--- src/rtl/fpu_fir_issue.sv ---
// Operand-issue sequencer for the floating-point FIR datapath.
// Keeps a TAPS-deep sample delay line and a TAPS-entry coefficient bank, and
// for every accepted sample streams TAPS (x[k], c[k]) pairs to the multiplier.
module fpu_fir_issue #(
    parameter bit          double = 1'b0,
    parameter int unsigned TAPS   = 8,
    localparam int unsigned W     = double ? 64 : 32,
    localparam int unsigned AW    = $clog2(TAPS)
) (
    input  logic          clk,
    input  logic          rst,
    input  logic          coef_we,
    input  logic [AW-1:0] coef_addr,
    input  logic [W-1:0]  coef_data,
    output logic          coef_busy,
    input  logic          in_valid,
    output logic          in_ready,
    input  logic [W-1:0]  in_data,
    output logic          mul_valid,
    input  logic          mul_ready,
    output logic [W-1:0]  mul_a,
    output logic [W-1:0]  mul_b,
    output logic [AW-1:0] mul_tap,
    output logic          mul_last
);

    typedef enum logic {
        IDLE  = 1'b0,
        ISSUE = 1'b1
    } state_t;

    localparam logic [AW-1:0] TAP_LAST = AW'(TAPS - 1);
    localparam logic [AW-1:0] TAP_PREV = AW'(TAPS - 2);

    state_t          state;
    logic [AW-1:0]   tap;
    logic [W-1:0]    x [TAPS];
    logic [W-1:0]    c [TAPS];

    // Coefficient writes are only honoured between bursts and inside the bank.
    logic coef_wr_ok;
    assign coef_wr_ok = coef_we && (32'(coef_addr) < TAPS);

    // Sequencer, delay line, coefficient bank and registered handshake flags.
    always_ff @(posedge clk) begin
        if (rst) begin
            state     <= IDLE;
            tap       <= '0;
            mul_valid <= 1'b0;
            mul_last  <= 1'b0;
            coef_busy <= 1'b0;
            for (int k = 0; k < int'(TAPS); k++) begin
                x[k] <= '0;
                c[k] <= '0;
            end
        end else begin
            case (state)
                IDLE: begin
                    if (coef_wr_ok) begin
                        c[coef_addr] <= coef_data;
                    end
                    if (in_valid) begin
                        x[0] <= in_data;
                        for (int k = 1; k < int'(TAPS); k++) begin
                            x[k] <= x[k-1];
                        end
                        tap       <= '0;
                        state     <= ISSUE;
                        mul_valid <= 1'b1;
                        coef_busy <= 1'b1;
                        mul_last  <= 1'b0;
                    end
                end
                ISSUE: begin
                    if (mul_ready) begin
                        if (tap == TAP_LAST) begin
                            state     <= IDLE;
                            tap       <= '0;
                            mul_valid <= 1'b0;
                            coef_busy <= 1'b0;
                            mul_last  <= 1'b0;
                        end else begin
                            tap      <= tap + AW'(1);
                            mul_last <= (tap == TAP_PREV);
                        end
                    end
                end
                default: begin
                    state <= IDLE;
                end
            endcase
        end
    end

    // Operand select straight from the tap counter; no path from mul_ready.
    assign mul_a   = x[tap];
    assign mul_b   = c[tap];
    assign mul_tap = tap;

    // Sample acceptance depends only on state and reset.
    assign in_ready = (state == IDLE) && !rst;

endmodule

--- config.mk ---
export PLATFORM = sky130hd
export DESIGN_NAME = fpu_fir_issue
export DESIGN_NICKNAME = d
export VERILOG_FILES = /design/src/rtl/fpu_fir_issue.sv
export SDC_FILE = /design/constraint.sdc
export NUM_CORES = 1
export LEC_CHECK = 0
export CORE_AREA = 2 2 209 211
export DETAILED_ROUTE_END_ITERATION = 10
export DIE_AREA = 0 0 211 213
export GPL_TIMING_DRIVEN = 0
export PLACE_DENSITY = 0.84
export SYNTH_ARGS = -nofsm -noshare
export SYNTH_HDL_FRONTEND = slang
export SYNTH_SLANG_ARGS = --single-unit
export TNS_END_PERCENT = 5
--- constraint.sdc ---
create_clock -name clk -period 22.1 [get_ports clk]
set_input_delay 3.315 -clock clk [delete_from_list [all_inputs] [get_ports clk]]
set_output_delay 3.315 -clock clk [all_outputs]
set_load 0.02 [all_outputs]
### Yosys cells after proc, flatten, opt, wreduce, memory -nomap -nowiden

Memory sizes are Yosys's and may differ from the RTL's. A register that Yosys moved wholly into a read port is not among the register bits.
Index checks and enable logic that the tools add are counted.

| operators by class | value |
|---|---|
| $add $sub $neg | 1 |
| equal/unequal tests | 5 |
| muxes and demuxes | 40 |
| bitwise gates (word level) | 9 |
| reduce and logical (&&, ||, !) cells | 5 |

Operators with widths:

| operator | count |
|---|---|
| $mux 32 | 9 |
| $reduce_or 32->1 | 1 |
| $mux 3 | 8 |
| $mux 1 | 19 |
| $or 1x1->1 | 8 |
| $eq 3x3->1 const B | 2 |
| $pmux 1 s2 | 3 |
| $pmux 3 s2 | 1 |
| $ne 2x2->1 const B | 2 |
| $add 3x1->3 const B | 1 |
| $reduce_and 3->1 | 1 |
| $ne 2x1->1 const B | 1 |
| $reduce_and 2->1 | 1 |
| $logic_and 1x1->1 | 1 |
| $logic_not 1->1 | 1 |
| $not 1->1 | 1 |

| word-level totals | value |
|---|---|
| flip-flop bits (word level) | 6 |
| memory bits (writable) | 512 |
| input bits | 72 |
| output and inout bits | 71 |
| word-level logic and storage cells | 66 |
| memories | 2 |

Memory list:

| memory | depth | width | read ports | clocked after Yosys merged registers in | wr ports | RTL line | text |
|---|---|---|---|---|---|---|---|
| c | 8 | 32 | 1 | 1 | 8 | 38 | `logic [W-1:0] c [TAPS];` |
| x | 8 | 32 | 8 | 1 | 8 | 37 | `logic [W-1:0] x [TAPS];` |

### Longest topological paths before layout

Gate-level depths: netlist of run 1.

| logic depth | value |
|---|---|
| depth after elaboration | 6 |
| mapped depth | 6 |
| depth with buffers taken out | 5 |

### Worst setup path before layout of run 1

OpenSTA, ideal clock, no wires.

| timing path | value |
|---|---|
| kind | input to register |
| start | in rst |
| end | mem x[0][0] (netlist bit), enable pin |
| setup time | 0.663 ns |
| data arrival time | 9.826 ns |
| data required time | 21.437 ns |
| setup slack | 11.611 ns |
| stages on the path | 3 |
| path buffers | 2 |
| path through | buf_6 > clkbuf_1 > nand2b_1 |

RTL lines:

| item | RTL line | text |
|---|---|---|
| from (decl) | 11 | `input logic rst,` |
| to (decl) | 37 |  |

### Worst setup path in the final report of run 1

| timing path | value |
|---|---|
| start | in rst |
| end | out in_ready |

| between the ends | value |
|---|---|
| cells in the longest elaborated chain, start to end | 2 |

RTL lines:

| item | RTL line | text |
|---|---|---|
| $logic_not 1->1 | 101 | `assign in_ready = (state == IDLE) && !rst;` |
| $logic_and 1x1->1 | 101 |  |
| to (decl) | 17 | `output logic in_ready,` |

No other way between the ends.

==> flow_summary_export.csv, run 1 <==
group,metric,value,unit
floorplan,dieArea,44940,µm²
clocking,cts_hold_buf,0,
clocking,clock_sinks,521,
clocking,cts_tree,"built",
placed_design,io_buffers,142,
drt,vias,12560,
timing,max_freq,0.1187,GHz
floorplan,die_height,213,µm
synth,synth_compound_area_frac,0.001185,
power,powerDensity,80.35,nW/µm²
global_routing,antenna_found_initial,3,
clocking,clock_path_buffers,3,
synth,synthSimpleGateAreaFrac,0.1506,
power,p_leak,9.678,nW
global_routing,grt_pass1_wl,78400,µm
synth,syn_nets,1437,
power,power.switching,486.3,µW
synth,yosys_warnings,0,
clocking,clkTransAtPathRegs,0.06,ns
power,power.share.clock,0.379,
global_routing,grt_start_max_net_pins,75,
timing,hold_violations,0,
layout,final_util,0.6325,
placed_design,gp_congestion,0.7840,
power,vdd_drop_max,0.06109,mV
layout,final_net_count,1638,
clocking,cts_buffers,53,
drt,drc,0,
floorplan,core-area,42700,µm²
worst_setup_path,cp_data_required_time,18.78,ns
placed_design,dp_hpwl,32560,µm
synth,synth-seq-cells,521,
clocking,post_cts_resized,0,
timing,drv_slew,0,
clocking,cts_setup_buffers,0,
synth,synthAdderAreaFrac,0.001615,
synth,synth_top_family_by_area,"multiplexers",
worst_setup_path,path_cells,"clkdlybuf4s50_1, buf_6, clkbuf_1, nor2_1, clkdlybuf4s50_1",
power,pwr-share-comb,0.081,
layout,final.fill_count,2906,
worst_setup_path,startpoint_type,"input port",
worst_setup_path,critical_path_class,"in2out",
drt,drt-wirelength-per-cell,24.24,µm
drt,first_pass_iters,5,
placed_design,dp_cells,2054,
timing,clock_skew,0.02784,ns
synth,synth_area,23240,µm²
clocking,cts_max_level,2,
clocking,clkLatencyLatePin,0.62,ns
worst_setup_path,cp_slowest_cell,"clkdlybuf4s50_1",
drt,vias_per_cell,5.846,
worst_setup_path,end_kind,"output port",
floorplan,row_count,76,
layout,register_area,15550,µm²
hold_path,min_path_cells,2,
synth,synth.distinct_cells,31,
layout,drive_gt1_frac,0.2303,
global_routing,globalRoute.totalOverflow,0,
hold_path,hold_class,"reg2reg",
synth,synthMuxAreaShare,0.1559,
global_routing,grt_pass1_vias,13240,
worst_setup_path,arrival,5.11,ns
synth,ys_seq_area_frac,0.6694,
floorplan,start_util,0.5443,
drt,drt-total-wl,52090,µm
worst_setup_path,worstPathMaxFanout,10,
global_routing,grt_usage,0.2378,
drt,drtIter0Drc,1094,
power,p_int,1.684,mW
layout,areaGrowthSynthToFinish,16.22,%
timing,grt_setup_unrepaired,"no",
worst_setup_path,crit_top_cell,"clkdlybuf4s50_1",
timing,finalSetupTns,0,ns
timing,worst_slew_pin_slew,1.115,ns
timing,min_period_over_period,0.3813,
synth,synthCells,1362,
worst_setup_path,slowest_delay,0.55,ns
timing,setup_viol,0,
synth,synthXorXnorAreaFrac,0,
power,p_sw_frac,0.2241,
layout,final_cells,2149,
layout,multi_input_area,7197,µm²
synth,syn_avg_cell_area,17.06,µm²
job,max_cap_viol_count,0,
floorplan,boundaryPins,143,
timing,max_slew_margin,0.2570,
run_status,outcome,"complete, no violations",
floorplan,dieWidth,211,µm
power,seq_power_share,0.540,
timing,min_period,8.427,ns
clocking,clk_root_buffer_cell,"clkbuf_16",
timing,hold_ws,0.4998,ns
worst_setup_path,reg2regPathDepth,4,
drt,final_antenna_net_count,0,
==> through the flow <==
| step | power, mW | instance area [µm²] | setup slack, ns |
|---|---|---|---|
| 6_report | 2.170 | 27010 | 13.67 |
| 5_1_grt | 2.232 | 27010 | 13.57 |
| 4_1_cts | 2.182 | 27000 | 13.64 |
| 3_5_place_dp | 1.366 | 25450 | 13.64 |
| 3_3_place_gp | 1.367 | 25340 | 8.572 |
| 2_1_floorplan | 1.291 | 23240 | 11.61 |
==> logic make-up after synthesis <==
group | Yosys count
buf+inv | 92
compound gates | 4
flops | 521
fa+ha+maj | 3
mux | 194
simple gates | 548
==> final cells by class <==
class / instances / area share
multi-input combinational: 749 / 0.2665
tap: 546 / 0.02530
antenna: 1 / 0.00009266
inverter: 1 / 0.0001390
clock buffer: 66 / 0.05091
timing repair buffer: 146 / 0.05643
sequential: 521 / 0.5760
buffer: 91 / 0.01816
clock inverter: 28 / 0.006532
==> flip-flops by register name, summed over array words and instances (netlist names), named ones only <==
signal,cells
c,256
mul_tap,3
mul_last,1
x,256
mul_valid,1
state,1
==> cells in the final DEF, fill, tap and decap left out, drive strengths merged <==
master / Yosys / routed
diode: 0 / 1
or2: 8 / 8
clkinvlp: 0 / 1
nand3b: 2 / 2
clkinv: 0 / 22
dfxtp: 9 / 9
a21oi: 2 / 2
or3: 1 / 1
or3b: 2 / 2
and2: 448 / 448
a32oi: 2 / 2
edfxtp: 512 / 512
mux2i: 2 / 2
buf: 31 / 35
clkbuf: 60 / 126
clkdlybuf4s50: 0 / 142
nor3: 2 / 2
nor2b: 64 / 64
inv: 1 / 5
and3b: 1 / 1
nor3b: 1 / 1
bufinv: 0 / 1
nor2: 12 / 12
mux4: 128 / 128
ha: 3 / 3
nand3: 2 / 2
nand2: 3 / 3
nand2b: 2 / 2
mux2: 64 / 64
==> power groups by stage <==
stage | registers (mW) | logic, mW | clock network [mW]
floorplan | 1.19 | 0.103 | 0
detailed placement | 1.19 | 0.176 | 0
global placement | 1.20 | 0.169 | 0
CTS | 1.17 | 0.177 | 0.833
finish | 1.17 | 0.176 | 0.823
global route | 1.18 | 0.187 | 0.869
==> worst paths after layout <==
kind | startpoint | endpoint | slack [ns]
worst max-delay path | rst | in_ready | 13.67
worst min-delay path | mul_valid$_SDFFE_PP0P_ | mul_valid$_SDFFE_PP0P_ | 0.50
worst max register to register | state$_SDFF_PP0_ | c[7][23]$_SDFFCE_PN0P_ | 19.47
worst min register to register | mul_valid$_SDFFE_PP0P_ | mul_valid$_SDFFE_PP0P_ | 0.50
==> worst max-delay path: cells and delay by family <==
kind | cells | cell delay [ns]
simple gates | 1 | 0.08
buf+inv | 4 | 1.72
==> cells in the mapped netlist <==
cell        n  area, µm²
nor3_4      2      32.53
and3b_1     1      8.760
buf_1       9      33.78
nand2b_1    2      12.51
buf_4       3      22.52
nand3_1     2      10.01
ha_1        3      37.54
dfxtp_1     9      180.2
nand3b_1    2      15.01
edfxtp_1  512      15370
nor2b_1    64      400.4
or2_2       8      50.05
nor3b_1     1      7.510
inv_1       1      3.750
nand2_1     3      11.26
a32oi_1     2      17.52
or3b_2      1      8.760
nor2_1     10      37.54
or3_4       1      11.26
mux4_2    128       2883
a21oi_1     2      10.01
buf_6      14      157.7
and2_1    401       2509
clkbuf_2   21      105.1
buf_2       5      25.02
mux2i_1     2      20.02
and2_2     47      352.8
nor2_4      2      22.52
or3b_4      1      11.26
mux2_2     64      720.7
clkbuf_1   39      146.4
==> per-layer routing <==
metal	vias up	global-route usage	routed length, µm
li1	5461	-	-
met1	6477	0.3071	20320
met2	501	0.4019	26220
met3	123	0.05471	3934
met4	2	0.07819	1594
met5	-	0	13
Note: power is estimated with default switching activity, not from simulation.
==> inputs of run 2 (changes only) <==
- clock period: 22.1 -> 8.45 ns (I/O delays scaled with it)
==> results of run 2 <==
The final DEF is identical to that of run 1. Status: complete, no violations.
Main changes from that run: setup slack after placement 13.64 ns -> 3.982 ns; setup slack after layout 13.67 ns -> 3.721 ns; end point of the critical path in_ready -> mul_a[1]; register-to-register setup slack 19.47 ns -> 5.82 ns; total power 2.170 mW -> 5.675 mW; worst IR drop on VDD 0.06109 mV -> 0.1598 mV
==> edit, RTL diff (config.mk and constraints of run 1) <==
The parameter `TAPS` goes from 8 to 4.
--- a/src/rtl/fpu_fir_issue.sv
+++ b/src/rtl/fpu_fir_issue.sv
@@ -3,7 +3,7 @@
 // for every accepted sample streams TAPS (x[k], c[k]) pairs to the multiplier.
 module fpu_fir_issue #(
     parameter bit          double = 1'b0,
-    parameter int unsigned TAPS   = 8,
+    parameter int unsigned TAPS   = 4,
     localparam int unsigned W     = double ? 64 : 32,
     localparam int unsigned AW    = $clog2(TAPS)
 ) (
Interface: changed (resized coef_addr and mul_tap); port bits go from 143 to 141. The function was not compared with the original's and may differ.
==> edit against run 1 <==
Wire length decreased by 48%. Sequential power down 49%. Sequential cell count shrank 258. Synthesized area fell by 52%. Global-route usage down 12 points. Cell area down 47%. Combinational power down 32%. Power down 44%. Non-clock buffer count shrank 46. Utilization shrank 30 points. Setup slack better by 0.49 ns. Critical path type unchanged. Critical endpoint unchanged.
==> edit: results (changes against run 1) <==
* Status: finished clean
* TritonCTS buffer count at 30 (-43%)
* R2R cell count at 4 (unchanged)
* Metal2 WL at 12890 um (-51%)
* Unique masters post-synth at 29 (-6.5%)
* Synth area leaders: edfxtp_1 (69%), mux4_2 (13%), and2_1 (7.1%), nor2_1 (4.2%), nand2b_1 (2.1%)
* Layout cell share with drive strength beyond 1 at 15.19% (-7.8 points)
* Vias in the first global route at 6797 (-49%)
* Clock-pin slew on the worst setup and hold paths at 0.06 ns (about the same)
* Met3 Use GR at 2.677% (-2.8 points)
* DR pass1 iterations at 4 (-1)
* Diodes inserted at 0 (-1)
* Routed wl met3 at 2007 um (-49%)
* Largest net degree at the start of global routing at 82 (+9.3%)
* 1st-iter DRT viols at 467 (-57%)
* Yosys warning total at 0 (unchanged)
* CTS max path bufs at 3 (unchanged)
* Placer Congestion at 0.7686 (-2.0%)
* Crit-path leading delay family: buffers and inverters
* Via count at 6463 (-49%)
* Worst EP arrival at 4.62 ns (-0.49 ns)
* Most instantiated cells after synthesis: edfxtp_1 (256), and2_1 (128), nor2_1 (126)
* Post-cts sizing count at 0 (unchanged)
* GR Util met1 at 15.83% (-15 points)
* Filler cells at 4021 (+38%)
* DP HPWL at 17920 um (-45%)
* Final Skew at 0.01291 ns (-0.01493 ns)
* Asr flop ratio synth at 0% (unchanged)
* Nets at 940 (-43%)
* IO Port Bufs at 139 (-2.1%)
* Post-CTS Setup Inserts at 0 (unchanged)
* Cts hold-fix bufs at 0 (unchanged)
* Drt drc at 0 (unchanged)
* Skew-Pair Late Insertion Delay at 0.56 ns (-0.06 ns)
* Met1 wire length at 11490 um (-43%)
* Final wirelength at 26900 um (-48%)
* Crit path max-delay cell type: clkdlybuf4s50_1
* Root Buffer Master: clkbuf_16
* Synthesized net count at 765 (-47%)
* GRT Total Usage at 11.95% (-12 points)
* H-tree depth at 1 (-1)
* Initial antenna violation count at 0 (-3)
* First-pass GRT wire length at 40650 um (-48%)
* Worst-margin pin slew at 0.8689 ns (-0.2456 ns)
* Place WS at 14.17 ns (+0.5260 ns)
* Hold path cells at 2 (unchanged)
* Met2 Use GR at 19.94% (-20 points)
* Highest metal used: met4
* MaxCap Viol Count at 0 (unchanged)
* Crit-path max FO at 10 (unchanged)
* Seq/Total Area, Yosys at 69.84% (+2.9 points)
* Critical path's largest stage delay at 0.56 ns
* Internal power at 0.9393 mW (-44%)
* Leakage power total at 5.000 nW (-48%)
* Hold Path Class: flop to flop
* Post-synth EDFFs at 256 (-50%)
* VDD IR max at 69.13 uV (+13%)
edit: cell families after synthesis:
| kind of cell | count (synthesis) | share of synthesized area, % |
|---|---|---|
| flip-flops | 263 | 69.84 |
| AO/OA/AOI/OAI | 9 | 0.6588 |
| multiplexers | 65 | 12.96 |
| AND/OR/NAND/NOR | 301 | 14.25 |
| adder cells (fa/ha/maj) | 2 | 0.2233 |
| buffers and inverters | 52 | 2.065 |
edit: worst paths after layout:
kind	startpoint	to	slack (ns)
max	rst	in_ready	14.16
min	mul_last$_SDFFE_PP0P_	mul_last$_SDFFE_PP0P_	0.49
max reg2reg	state$_SDFF_PP0_	x[0][1]$_SDFFCE_PN0P_	20.07
min reg2reg	mul_last$_SDFFE_PP0P_	mul_last$_SDFFE_PP0P_	0.49
edit: power by group through the flow:
stage	Sequential (mW)	Clock, mW	Combinational, mW
2_1_floorplan	0.599	0	0.0636
3_3_place_gp	0.603	0	0.117
3_5_place_dp	0.602	0	0.121
4_1_cts	0.592	0.513	0.122
5_1_grt	0.595	0.533	0.128
6_report	0.592	0.502	0.120
edit: worst min-delay path, stage by stage (launching register included):
cell     delay [ns]
dfxtp_1        0.31
inv_1          0.05
o32ai_1        0.08
edit: area by class of cell:
cell class	instances	area share [%]
repair buffers	143	10.28
flip-flops and latches	263	54.43
clock buffers	35	5.499
well taps	546	4.751
multi-input cells	377	22.00
inverters	4	0.1044
plain buffers	48	1.505
clock inverters	19	1.418
edit: metrics by stage:
stage / util, % / cells / cell area (sq um)
after floorplan: - / 692 / 11210
after global placement: 31.11 / 1377 / 13280
after detailed placement: 31.35 / 1381 / 13390
after CTS: 33.68 / 1435 / 14380
after global routing: 33.68 / 1435 / 14380
final: 33.68 / 1435 / 14380
